## config.mk

```make
export PLATFORM = sky130hd
export DESIGN_NAME = evr_event_decoder_flat
export DESIGN_NICKNAME = d
export VERILOG_FILES = /design/src/rtl/evr_pkg.sv /design/src/rtl/evr_event_decoder_if.sv /design/src/rtl/evr_timestamp.sv /design/src/rtl/evr_event_decoder.sv /design/src/flat_wrapper.sv
export SDC_FILE = /design/constraint.sdc
export NUM_CORES = 1
export LEC_CHECK = 0
export CAP_MARGIN = 20
export CORE_MARGIN = 2
export CORE_UTILIZATION = 55
export CTS_CLUSTER_SIZE = 28
export DETAILED_ROUTE_END_ITERATION = 16
export GPL_ROUTABILITY_DRIVEN = 0
export HOLD_SLACK_MARGIN = 0.15
export PLACE_DENSITY_LB_ADDON = 0.12
export SYNTH_ARGS = -nofsm -noshare
export SYNTH_HDL_FRONTEND = slang
export SYNTH_HIERARCHICAL = 1
export SYNTH_SLANG_ARGS = --single-unit
```

## constraint.sdc

```tcl
create_clock -name evrClk -period 10.08 [get_ports evrClk]
set_clock_uncertainty 0.05 [all_clocks]
set_input_delay 2.016 -clock evrClk [delete_from_list [all_inputs] [get_ports evrClk]]
set_output_delay 2.016 -clock evrClk [all_outputs]
set_load 0.03 [all_outputs]
```

## src/rtl/evr_pkg.sv

```systemverilog
// Shared constants and small decode helpers for the EVR event decoder slice.
package evr_pkg;

    localparam logic [7:0] EVCODE_SHIFT0    = 8'h70;
    localparam logic [7:0] EVCODE_SHIFT1    = 8'h71;
    localparam logic [7:0] EVCODE_HEARTBEAT = 8'h7A;
    localparam logic [7:0] EVCODE_SECONDS   = 8'h7D;
    localparam logic [7:0] K28_5            = 8'hBC;

    localparam int unsigned SECONDS_BITS = 32;

    function automatic logic is_event(input logic synced, input logic is_k, input logic [7:0] code);
        return synced && !is_k && (code != 8'h00);
    endfunction

    function automatic logic is_shift(input logic [7:0] code);
        return (code == EVCODE_SHIFT0) || (code == EVCODE_SHIFT1);
    endfunction

endpackage

```

## src/rtl/evr_event_decoder_if.sv

```systemverilog
// Character stream from the transceiver wrapper into the event decoder.
interface evr_event_decoder_if;

    logic [15:0] evrChars;
    logic [1:0]  evrCharIsK;
    logic        evrRxSynchronized;

    modport master (output evrChars, output evrCharIsK, output evrRxSynchronized);
    modport slave  (input  evrChars, input  evrCharIsK, input  evrRxSynchronized);

endinterface

```

## src/rtl/evr_timestamp.sv

```systemverilog
// Seconds shift register, bit counter and seconds/ticks/valid/error tracking.
module evr_timestamp
    import evr_pkg::*;
(
    input  logic        clk,
    input  logic        rst,
    input  logic        sync,
    input  logic [7:0]  code,
    input  logic        valid,
    output logic [31:0] seconds,
    output logic [31:0] ticks,
    output logic        timestamp_valid,
    output logic        seconds_error
);

    localparam logic [5:0] BITS_FULL = 6'(SECONDS_BITS);

    logic [31:0] shift_reg;
    logic [5:0]  bit_count;

    // Later assignments take priority: a marker overrides the saturation clear.
    always_ff @(posedge clk) begin
        if (rst) begin
            shift_reg       <= '0;
            bit_count       <= '0;
            seconds         <= '0;
            ticks           <= '0;
            timestamp_valid <= 1'b0;
            seconds_error   <= 1'b0;
        end else begin
            if (ticks != '1) begin
                ticks <= ticks + 32'd1;
            end else begin
                timestamp_valid <= 1'b0;
            end

            if (!sync) begin
                timestamp_valid <= 1'b0;
                shift_reg       <= '0;
                bit_count       <= '0;
            end else if (valid && (code == EVCODE_SECONDS)) begin
                ticks     <= '0;
                shift_reg <= '0;
                bit_count <= '0;
                if (bit_count == BITS_FULL) begin
                    seconds         <= shift_reg;
                    timestamp_valid <= 1'b1;
                end else begin
                    seconds_error   <= 1'b1;
                    timestamp_valid <= 1'b0;
                end
            end else if (valid && is_shift(code)) begin
                shift_reg <= {shift_reg[30:0], code[0]};
                if (bit_count != BITS_FULL) begin
                    bit_count <= bit_count + 6'd1;
                end
            end
        end
    end

endmodule

```

## src/rtl/evr_event_decoder.sv

```systemverilog
// EVR event decoder: event qualification, distributed bus, heartbeat watchdog,
// trigger comparators, with the timestamp logic in evr_timestamp.
module evr_event_decoder
    import evr_pkg::*;
#(
    parameter int unsigned TRIGGER_COUNT     = 4,
    parameter int unsigned HEARTBEAT_TIMEOUT = 200000000
) (
    input  logic                         evrClk,
    input  logic                         evrReset,
    evr_event_decoder_if.slave           rx,
    input  logic [8*TRIGGER_COUNT-1:0]   triggerCodes,
    output logic [7:0]                   eventCode,
    output logic                         eventStrobe,
    output logic [7:0]                   distributedBus,
    output logic [31:0]                  seconds,
    output logic [31:0]                  ticks,
    output logic                         timestampValid,
    output logic                         secondsError,
    output logic                         heartbeatLost,
    output logic [TRIGGER_COUNT-1:0]     triggers
);

    localparam int unsigned WD_WIDTH = (HEARTBEAT_TIMEOUT > 1) ? $clog2(HEARTBEAT_TIMEOUT) : 1;
    localparam logic [WD_WIDTH-1:0] WD_RELOAD = WD_WIDTH'(HEARTBEAT_TIMEOUT - 1);

    logic [7:0]          code;
    logic                sync;
    logic                valid;
    logic                unused_k1;
    logic [WD_WIDTH-1:0] watchdog;

    assign code      = rx.evrChars[7:0];
    assign sync      = rx.evrRxSynchronized;
    assign valid     = is_event(sync, rx.evrCharIsK[0], code);
    assign unused_k1 = rx.evrCharIsK[1];

    always_ff @(posedge evrClk) begin
        if (evrReset) begin
            eventCode      <= '0;
            eventStrobe    <= 1'b0;
            distributedBus <= '0;
            watchdog       <= WD_RELOAD;
            heartbeatLost  <= 1'b0;
            triggers       <= '0;
        end else begin
            eventStrobe <= valid;
            if (valid) begin
                eventCode <= code;
            end
            if (sync) begin
                distributedBus <= rx.evrChars[15:8];
            end

            if (valid && (code == EVCODE_HEARTBEAT)) begin
                watchdog      <= WD_RELOAD;
                heartbeatLost <= 1'b0;
            end else if (watchdog == '0) begin
                heartbeatLost <= 1'b1;
            end else begin
                watchdog <= watchdog - 1'b1;
            end

            for (int unsigned i = 0; i < TRIGGER_COUNT; i++) begin
                triggers[i] <= valid && (code == triggerCodes[8*i +: 8])
                               && (triggerCodes[8*i +: 8] != 8'h00);
            end
        end
    end

    evr_timestamp u_timestamp (
        .clk             (evrClk),
        .rst             (evrReset),
        .sync            (sync),
        .code            (code),
        .valid           (valid),
        .seconds         (seconds),
        .ticks           (ticks),
        .timestamp_valid (timestampValid),
        .seconds_error   (secondsError)
    );

endmodule
```

## src/flat_wrapper.sv

```systemverilog
// flat-port wrapper written by rule: the top's interface ports become plain ports
module evr_event_decoder_flat import evr_pkg::*;
#(
    parameter int unsigned TRIGGER_COUNT     = 4,
    parameter int unsigned HEARTBEAT_TIMEOUT = 200000000
)
  (evrClk, evrReset, triggerCodes, eventCode, eventStrobe, distributedBus, seconds, ticks, timestampValid, secondsError, heartbeatLost, triggers, rx_evrChars, rx_evrCharIsK, rx_evrRxSynchronized);
  evr_event_decoder_if rx_i ();
  input  logic evrClk;
  input  logic evrReset;
  input  logic [8*TRIGGER_COUNT-1:0] triggerCodes;
  output logic [7:0] eventCode;
  output logic eventStrobe;
  output logic [7:0] distributedBus;
  output logic [31:0] seconds;
  output logic [31:0] ticks;
  output logic timestampValid;
  output logic secondsError;
  output logic heartbeatLost;
  output logic [TRIGGER_COUNT-1:0] triggers;
  input wire logic [$bits(rx_i.evrChars)-1:0] rx_evrChars;
  input wire logic [$bits(rx_i.evrCharIsK)-1:0] rx_evrCharIsK;
  input wire logic [$bits(rx_i.evrRxSynchronized)-1:0] rx_evrRxSynchronized;
  assign rx_i.evrChars = rx_evrChars;
  assign rx_i.evrCharIsK = rx_evrCharIsK;
  assign rx_i.evrRxSynchronized = rx_evrRxSynchronized;
  evr_event_decoder #(.TRIGGER_COUNT(TRIGGER_COUNT), .HEARTBEAT_TIMEOUT(HEARTBEAT_TIMEOUT)) u_core (.evrClk(evrClk), .evrReset(evrReset), .rx(rx_i), .triggerCodes(triggerCodes), .eventCode(eventCode), .eventStrobe(eventStrobe), .distributedBus(distributedBus), .seconds(seconds), .ticks(ticks), .timestampValid(timestampValid), .secondsError(secondsError), .heartbeatLost(heartbeatLost), .triggers(triggers));
endmodule
```

==> results.txt, run 1 <==
The total track usage came out at 0.2697. The count of vias placed by the detailed router came out at 6,436. The count of synthesis-stage warnings from yosys is 6. Of the total power, the share spent switching nets is 0.2172.

The die outline area came out at 13,230 µm². met2 is the most crowded layer. The proportion of power drawn by flip-flops and latches is 0.450.

Setup repair after global routing left no endpoint under its margin. The total area of multi-input combinational cells came out at 3452 µm². The path class of the tightest hold or removal check is flop to flop. The clock sink count came out at 154.

The combinational cell fraction of total power came out at 0.066. The total of cells resized after clock tree synthesis is 0. The tightest slew margin relative to the limit came out at 0.3107. The standby leakage power is 2.898 nW. The launching point of the worst reg2reg path is u_core/watchdog[19]. The worst hold path terminates at u_core/u_timestamp/seconds[31].

The number of buffers inserted by port buffering came out at 139. The slew at the pin closest to its max-slew limit is 1.034 ns. The critical path's slowest cell is sky130_fd_sc_hd__clkdlybuf4s50_1. For this run, the share of the core covered by cells in the final layout is 0.7406. The first global-routing pass estimated 28,790 µm of wire. The final clock period utilization by the worst path is 0.5354.

The total congestion overflow is 0. The pin count of the biggest net entering global routing is 55. The placed wire-length estimate after detailed placement came out at 11,830 µm. The remaining antenna violation count is 0. In this run the clock root is driven by a sky130_fd_sc_hd__clkbuf_16. The endpoint of the worst-slack reg-to-reg timing path is u_core/watchdog[21]. The count of state elements after synthesis came out at 154. After filler insertion, the fill cell instance count of the layout stands at 903. The total power draw came out at 1.374 mW. Static timing analysis puts the maximum clock frequency at 185.3 MHz. For this configuration, the core starts out at a cell density of 0.5645. The post-synth design cell area is 6780 µm². The met1 track utilization from global routing came out at 0.3147. The endpoint type of the worst setup path is a flop. The number of buffers added for setup after CTS came out at 0. The worst hold margin is 0.3989 ns.

sky130_fd_sc_hd__dfxtp_1 takes more of the synthesized area than any other cell. Dividing the detail-routed wire length by the instance count gives 16.14 µm. The longest clock path from root to sink contains 2 buffers. In the post-synthesis netlist, the biggest area contributors are sky130_fd_sc_hd__dfxtp_1 45%, sky130_fd_sc_hd__nand2_1 9.0%, sky130_fd_sc_hd__a21oi_1 8.0%.

The reported max-cap violation count is 0. The count of endpoints failing hold in the final timing report is 0. The largest driver fanout on the critical path is 30. Counting flops with a built-in enable in the synthesized netlist gives 0. The average footprint of a synthesized cell came out at 8.269 µm². From synthesis to final layout, the design area changed by 31.20%. Of the post-synthesis cell area, the dominant cell type holds 0.4547. The final routed DRC violation total is 0. The setup TNS is 0 ns.

Power spread over the standard cell area amounts to 154.5 nW/µm². The kind of critical path is input pin to flop. The sequential fraction of the synthesis area came out at 0.4547. In this run the most critical hold path is launched from u_core/u_timestamp/shift_reg[31]. The stage delay of the slowest cell on the critical path came out at 0.92 ns. The core region is 12,010 µm². The overall die height came out at 115.0 µm. Data on the critical path arrives at its endpoint at 5.60 ns. The clock insertion delay at the later pin of the skew report is 0.42 ns. The total of hold buffers inserted after clock tree synthesis came out at 0. VDD sags by at most 101.0 µV.

The final period demand of the worst path came out at 5.397 ns. The pre-antenna-repair detailed-routing pass consisted of 5 iterations. The final standard cell area without fillers came out at 8896 µm². The count of cell types in the netlist is 54. The number of buffers created by CTS came out at 17. The switching power summed over all nets came out at 0.2985 mW. The length in cells of the worst reg-to-reg path is 5. The proportion of register bits with asynchronous set or reset after synthesis is 0. In the synthesized netlist the dominant register cell turns out to be sky130_fd_sc_hd__dfxtp_1.

The H-tree generated during clock tree synthesis spans 4 levels. The element type at the critical path start is an input pin. STA puts the critical path data required time at 10.28 ns. The met3 routing resource usage after global routing came out at 0.05799. The number of nets in the synthesized netlist is 878. In this run the count of I/O pins placed on the die edge is 141. Counting instances, the worst hold path has a depth of 2.

The antenna cell count came out at 0. The met2 track demand over resource in global routing came out at 0.4843. The fraction of final layout cells sized beyond drive strength 1 came out at 0.06112. Internal power comes to 1.076 mW. The total detailed-routing wirelength is 17,690 µm. The synthesized netlist cell count is 820.

The clock input transition at the sequential cells of the worst setup and hold paths came out at 0.06 ns. The number of global-route vias before repair is 6,101. The reg-to-reg setup timing slack came out at 7.44 ns. The register area is 3083 µm². The number of setup violations in the final report is 0.

The signal on the critical path passes through clkdlybuf4s50_1 -> nor2b_1 -> o21ai_1 -> inv_1 -> nand2_1 -> or3_1 -> or3_1 -> buf_16 -> nand2_1 -> a21oi_1. The clock tree from TritonCTS is done. In this run the core area contains 40 standard-cell rows. Using the TritonRoute via totals, the vias-per-cell ratio works out to 5.872. After the last flow step, the layout net total stands at 995.

The clock network fraction of design power came out at 0.484. The placed instances occupy a cell area of 8199 µm². The initial antenna violation count came out at 0. In this run, the number of DRC markers left after iteration 0 of detailed routing was 448. The horizontal die dimension is 115.0 µm. The run finished with clean final reports. The final-report max-slew violation count is 0.
==> Yosys cell counts (3+ instances only) <==
library cell / n
sky130_fd_sc_hd__nand2_1: 163
sky130_fd_sc_hd__dfxtp_1: 154
sky130_fd_sc_hd__a21oi_1: 108
sky130_fd_sc_hd__nor2_1: 43
sky130_fd_sc_hd__clkbuf_1: 34
sky130_fd_sc_hd__or3_1: 33
sky130_fd_sc_hd__xnor2_1: 33
sky130_fd_sc_hd__nand3_1: 25
sky130_fd_sc_hd__o21ai_0: 20
sky130_fd_sc_hd__nor4_1: 18
sky130_fd_sc_hd__nand4_1: 17
sky130_fd_sc_hd__o31ai_1: 16
sky130_fd_sc_hd__xor2_1: 14
sky130_fd_sc_hd__inv_1: 13
sky130_fd_sc_hd__mux2i_1: 13
sky130_fd_sc_hd__or4_1: 13
sky130_fd_sc_hd__nor3_1: 9
sky130_fd_sc_hd__o21ai_1: 9
sky130_fd_sc_hd__and3_1: 8
sky130_fd_sc_hd__and4_1: 8
sky130_fd_sc_hd__buf_2: 8
sky130_fd_sc_hd__ha_1: 5
sky130_fd_sc_hd__and2_1: 4
sky130_fd_sc_hd__buf_1: 4
sky130_fd_sc_hd__o2111ai_1: 4
sky130_fd_sc_hd__nand2b_1: 3
sky130_fd_sc_hd__nor3_2: 3
sky130_fd_sc_hd__or2_2: 3
sky130_fd_sc_hd__or4_4: 3
==> through the flow <==
stage | worst slack (ns) | cells
after detailed placement | 3.990 | 1062
after global placement | 4.074 | 1061
after CTS | 4.445 | 1093
after floorplan | 5.487 | 820
final | 4.683 | 1096
after global routing | 4.469 | 1096
==> worst max-delay path: cells and delay by family <==
family / cells / cell delay (ns)
compound gates: 2 / 0.50
simple gates: 5 / 1.79
buf+inv: 3 / 1.28
==> power by group through the flow <==
stage / clock (mW) / sequential [mW] / combinational, mW
floorplan: 0 / 0.640 / 0.0386
global placement: 0 / 0.631 / 0.0858
global route: 0.698 / 0.619 / 0.0967
finish: 0.665 / 0.619 / 0.0905
CTS: 0.670 / 0.619 / 0.0902
detailed placement: 0 / 0.632 / 0.0896
==> final cells by class <==
type                       count  area share
clock inverter                11     0.01885
clock buffer                  20     0.05021
timing repair buffer         147      0.1702
inverter                      13    0.005485
tap                          147     0.02068
sequential                   154      0.3466
multi-input combinational    604      0.3880
==> logic make-up after synthesis <==
logic type               share of synthesized area
AND/OR/NAND/NOR                             0.2711
flip-flops                                  0.4547
XOR/XNOR                                   0.06071
buffers and inverters                      0.03857
adder cells (fa/ha/maj)                   0.009227
AO/OA/AOI/OAI                               0.1465
multiplexers                               0.01919
==> per-layer routing <==
metal | vias up | part of all wire
li1 | 3123 | -
met1 | 3071 | 0.41
met2 | 206 | 0.52
met3 | 36 | 0.046
met4 | 0 | 0.021
met5 | - | 0
==> cell usage in the layout (no fill, tap or decap), types with 13 or more instances in the layout <==
master / instances
sky130_fd_sc_hd__mux2i_1: 13
sky130_fd_sc_hd__a21oi_1: 108
sky130_fd_sc_hd__xor2_1: 14
sky130_fd_sc_hd__nand3_1: 25
sky130_fd_sc_hd__nand4_1: 17
sky130_fd_sc_hd__dfxtp_1: 154
sky130_fd_sc_hd__nor2_1: 43
sky130_fd_sc_hd__nand2_1: 163
sky130_fd_sc_hd__clkdlybuf4s50_1: 138
sky130_fd_sc_hd__xnor2_1: 33
sky130_fd_sc_hd__inv_1: 13
sky130_fd_sc_hd__clkbuf_16: 17
sky130_fd_sc_hd__nor4_1: 17
sky130_fd_sc_hd__or4_1: 13
sky130_fd_sc_hd__o21ai_0: 19
sky130_fd_sc_hd__o31ai_1: 16
sky130_fd_sc_hd__or3_1: 33
==> worst max path at each step <==
stage                         start                              to  slack [ns]
6_report       rx_evrRxSynchronized  u_core/u_timestamp/seconds[21]        4.68
3_5_place_dp   rx_evrRxSynchronized   u_core/u_timestamp/seconds[1]        3.99
3_3_place_gp   rx_evrRxSynchronized  u_core/u_timestamp/seconds[30]        4.07
4_1_cts        rx_evrRxSynchronized   u_core/u_timestamp/seconds[1]        4.44
5_1_grt        rx_evrRxSynchronized  u_core/u_timestamp/seconds[21]        4.47
2_1_floorplan  rx_evrRxSynchronized  u_core/u_timestamp/seconds[20]        5.49
Power figures use the tool's default switching activity.
==> run 2, diff against run 1 <==
- CORE_UTILIZATION: 55 -> 46
- clock period: 10.08 -> 4.4 ns (I/O delays scaled with it)
==> results.txt, run 2 (synthesis gave the netlist of run 1 again) <==
In the layout the commonest cells are 163 x sky130_fd_sc_hd__nand2_1, 154 x sky130_fd_sc_hd__dfxtp_1, 138 x sky130_fd_sc_hd__clkdlybuf4s50_1. The final period demand of the worst path is 3.423 ns. The pin count of the biggest net entering global routing is 55.

STA classifies the critical path startpoint as an input pin. The number of standard-cell rows in the floorplan is 44. The tightest slew margin relative to the limit came out at 0.3045. The setup path with the least slack is of type input pin to flop.

The number of H-tree levels is 4. Detailed placement finished with a half-perimeter wire length of 11,960 µm. STA puts the critical path data required time at 4.60 ns. The area of the core is 14,480 µm². The largest driver fanout on the critical path is 18. The flow ran to the end, and the final reports show no timing, DRC or antenna violations. The register area is 3083 µm². At the pin with the least slew margin, the transition time is 1.030 ns. The maximum operating frequency came out at 292.2 MHz. The final standard cell area without fillers came out at 9019 µm². 0 antenna diodes ended up in the layout. In this run the worst hold path is classified as flop to flop.

The number of primary I/O pins came out at 141. The horizontal die dimension is 125.4 µm. The count of cells in the finished layout, fillers not included, comes to 1,145.

The most critical setup path has its startpoint at rx_evrRxSynchronized. The count of endpoints failing hold in the final timing report came to 0. The die outline area is 15,730 µm². The first TritonRoute pass finished after 5 iterations. The number of buffers created by CTS came out at 17. The starting density of the core is 0.4683. The initial antenna violation count was 0. The layout overhead on the synthesized area is 33.01%. The worst setup path is captured at a flop. The final clock period utilization by the worst path is 0.7778. The first-iteration detailed-routing DRC count is 406.

The net count of the finished layout is 1,007. The standby leakage power came out at 2.945 nW. The total track usage came out at 0.2186. In this run the deepest clock path goes through 2 buffers. The number of cells after detailed placement came out at 1,112. The clock sink count is 154. The power per cell area is 356.1 nW/µm². The area of placed instances is 8335 µm². The launching point of the worst reg2reg path is u_core/watchdog[19]. The setup TNS is 0 ns. The final routed DRC violation total came out at 0.

In the final layout, the share of cells above drive strength 1 is 0.07180. The total of cells resized after clock tree synthesis is 0. The remaining antenna violation count came out at 0. Summed over all layers, the routed wires come to 17,240 µm. The data arrival at the endpoint of the critical path came out at 3.62 ns.

The total congestion overflow is 0. The total of hold buffers inserted after clock tree synthesis came out at 0. In the final routed layout, each cell accounts on average for 15.05 µm.

The clock insertion delay at the later pin of the skew report came out at 0.42 ns. Leaving out fill and tap cells, the most frequent cell in the layout is sky130_fd_sc_hd__nand2_1. The number of setup violations in the final report is 0. The worst supply voltage drop on vdd came out at 264.7 µV. The total area of multi-input combinational cells is 3452 µm².

The root buffer cell chosen for the clock tree is sky130_fd_sc_hd__clkbuf_16. The number of vias per cell is 5.494. The final-report max-slew violation count is 0. The clock input transition at the sequential cells of the worst setup and hold paths came out at 0.06 ns. Setup repair after global routing left no endpoint under its margin. The first global-routing pass estimated 28,430 µm of wire. The reported max-cap violation count came out at 0. The overall die height is 125.4 µm. The clock tree from TritonCTS is done.

The number of buffers added for setup after CTS is 0. The count of vias placed by the detailed router came out at 6,291. The count of buffers added on input and output ports is 139.

The startpoint of the most critical hold path is u_core/u_timestamp/seconds[14]. The number of global-route vias before repair came out at 5,976. The fill cell total of the finished layout is 1,217.
[run 2: routing by layer]
metal  share of wire  GRT usage  wire (µm)  vias up
met4           0.021    0.08627        355        0
met5               0          0          0        -
met3           0.052    0.05306        897       24
met2            0.49     0.3744       8520      179
li1                -          -          -     3146
met1            0.43     0.2651       7461     2942
[run 2: stage by stage]
stage               power (mW)  utilization  hold slack [ns]  setup slack, ns
CTS                      3.239       0.6199           0.4045           0.8697
global placement         1.654       0.5757           0.3916           0.5319
global route             3.322       0.6229           0.4195           0.8146
finish                   3.211       0.6229           0.4027           0.9775
detailed placement       1.660       0.5757           0.3959           0.4555
floorplan                1.555            -           0.3821           0.9426
[run 2: path summary, 6_finish.rpt]
check                              endpoint  slack, ns  cells after the start
max          u_core/u_timestamp/seconds[25]       0.98                     12
min          u_core/u_timestamp/seconds[14]       0.40                      2
max reg2reg              u_core/watchdog[3]       1.62                      5
min reg2reg  u_core/u_timestamp/seconds[14]       0.40                      2
[run 2: cell type report]
type / count / share of cell area
clock buffers: 21 / 0.04994
clock inverters: 10 / 0.02109
inverters: 13 / 0.005411
multi-input cells: 604 / 0.3828
flip-flops and latches: 154 / 0.3418
well taps: 184 / 0.02553
repair buffers: 159 / 0.1734
[run 2: worst max-delay path: stages]
cell                              delay, ns
sky130_fd_sc_hd__clkdlybuf4s50_1       0.47
sky130_fd_sc_hd__nor2b_1               0.14
sky130_fd_sc_hd__buf_4                 0.16
sky130_fd_sc_hd__o21ai_1               0.07
sky130_fd_sc_hd__buf_4                 0.17
sky130_fd_sc_hd__inv_1                 0.06
sky130_fd_sc_hd__nand2_1               0.09
sky130_fd_sc_hd__or3_1                 0.51
sky130_fd_sc_hd__or3_1                 0.65
sky130_fd_sc_hd__buf_8                 0.27
sky130_fd_sc_hd__nand2_1               0.07
sky130_fd_sc_hd__a21oi_1               0.06
[run 2: power by group]
part	switching, mW	total [mW]	internal, mW
Combinational	0.112	0.214	0.102
Sequential	0.00939	1.42	1.41
Clock	0.560	1.58	1.02
Total	0.681	3.21	2.53
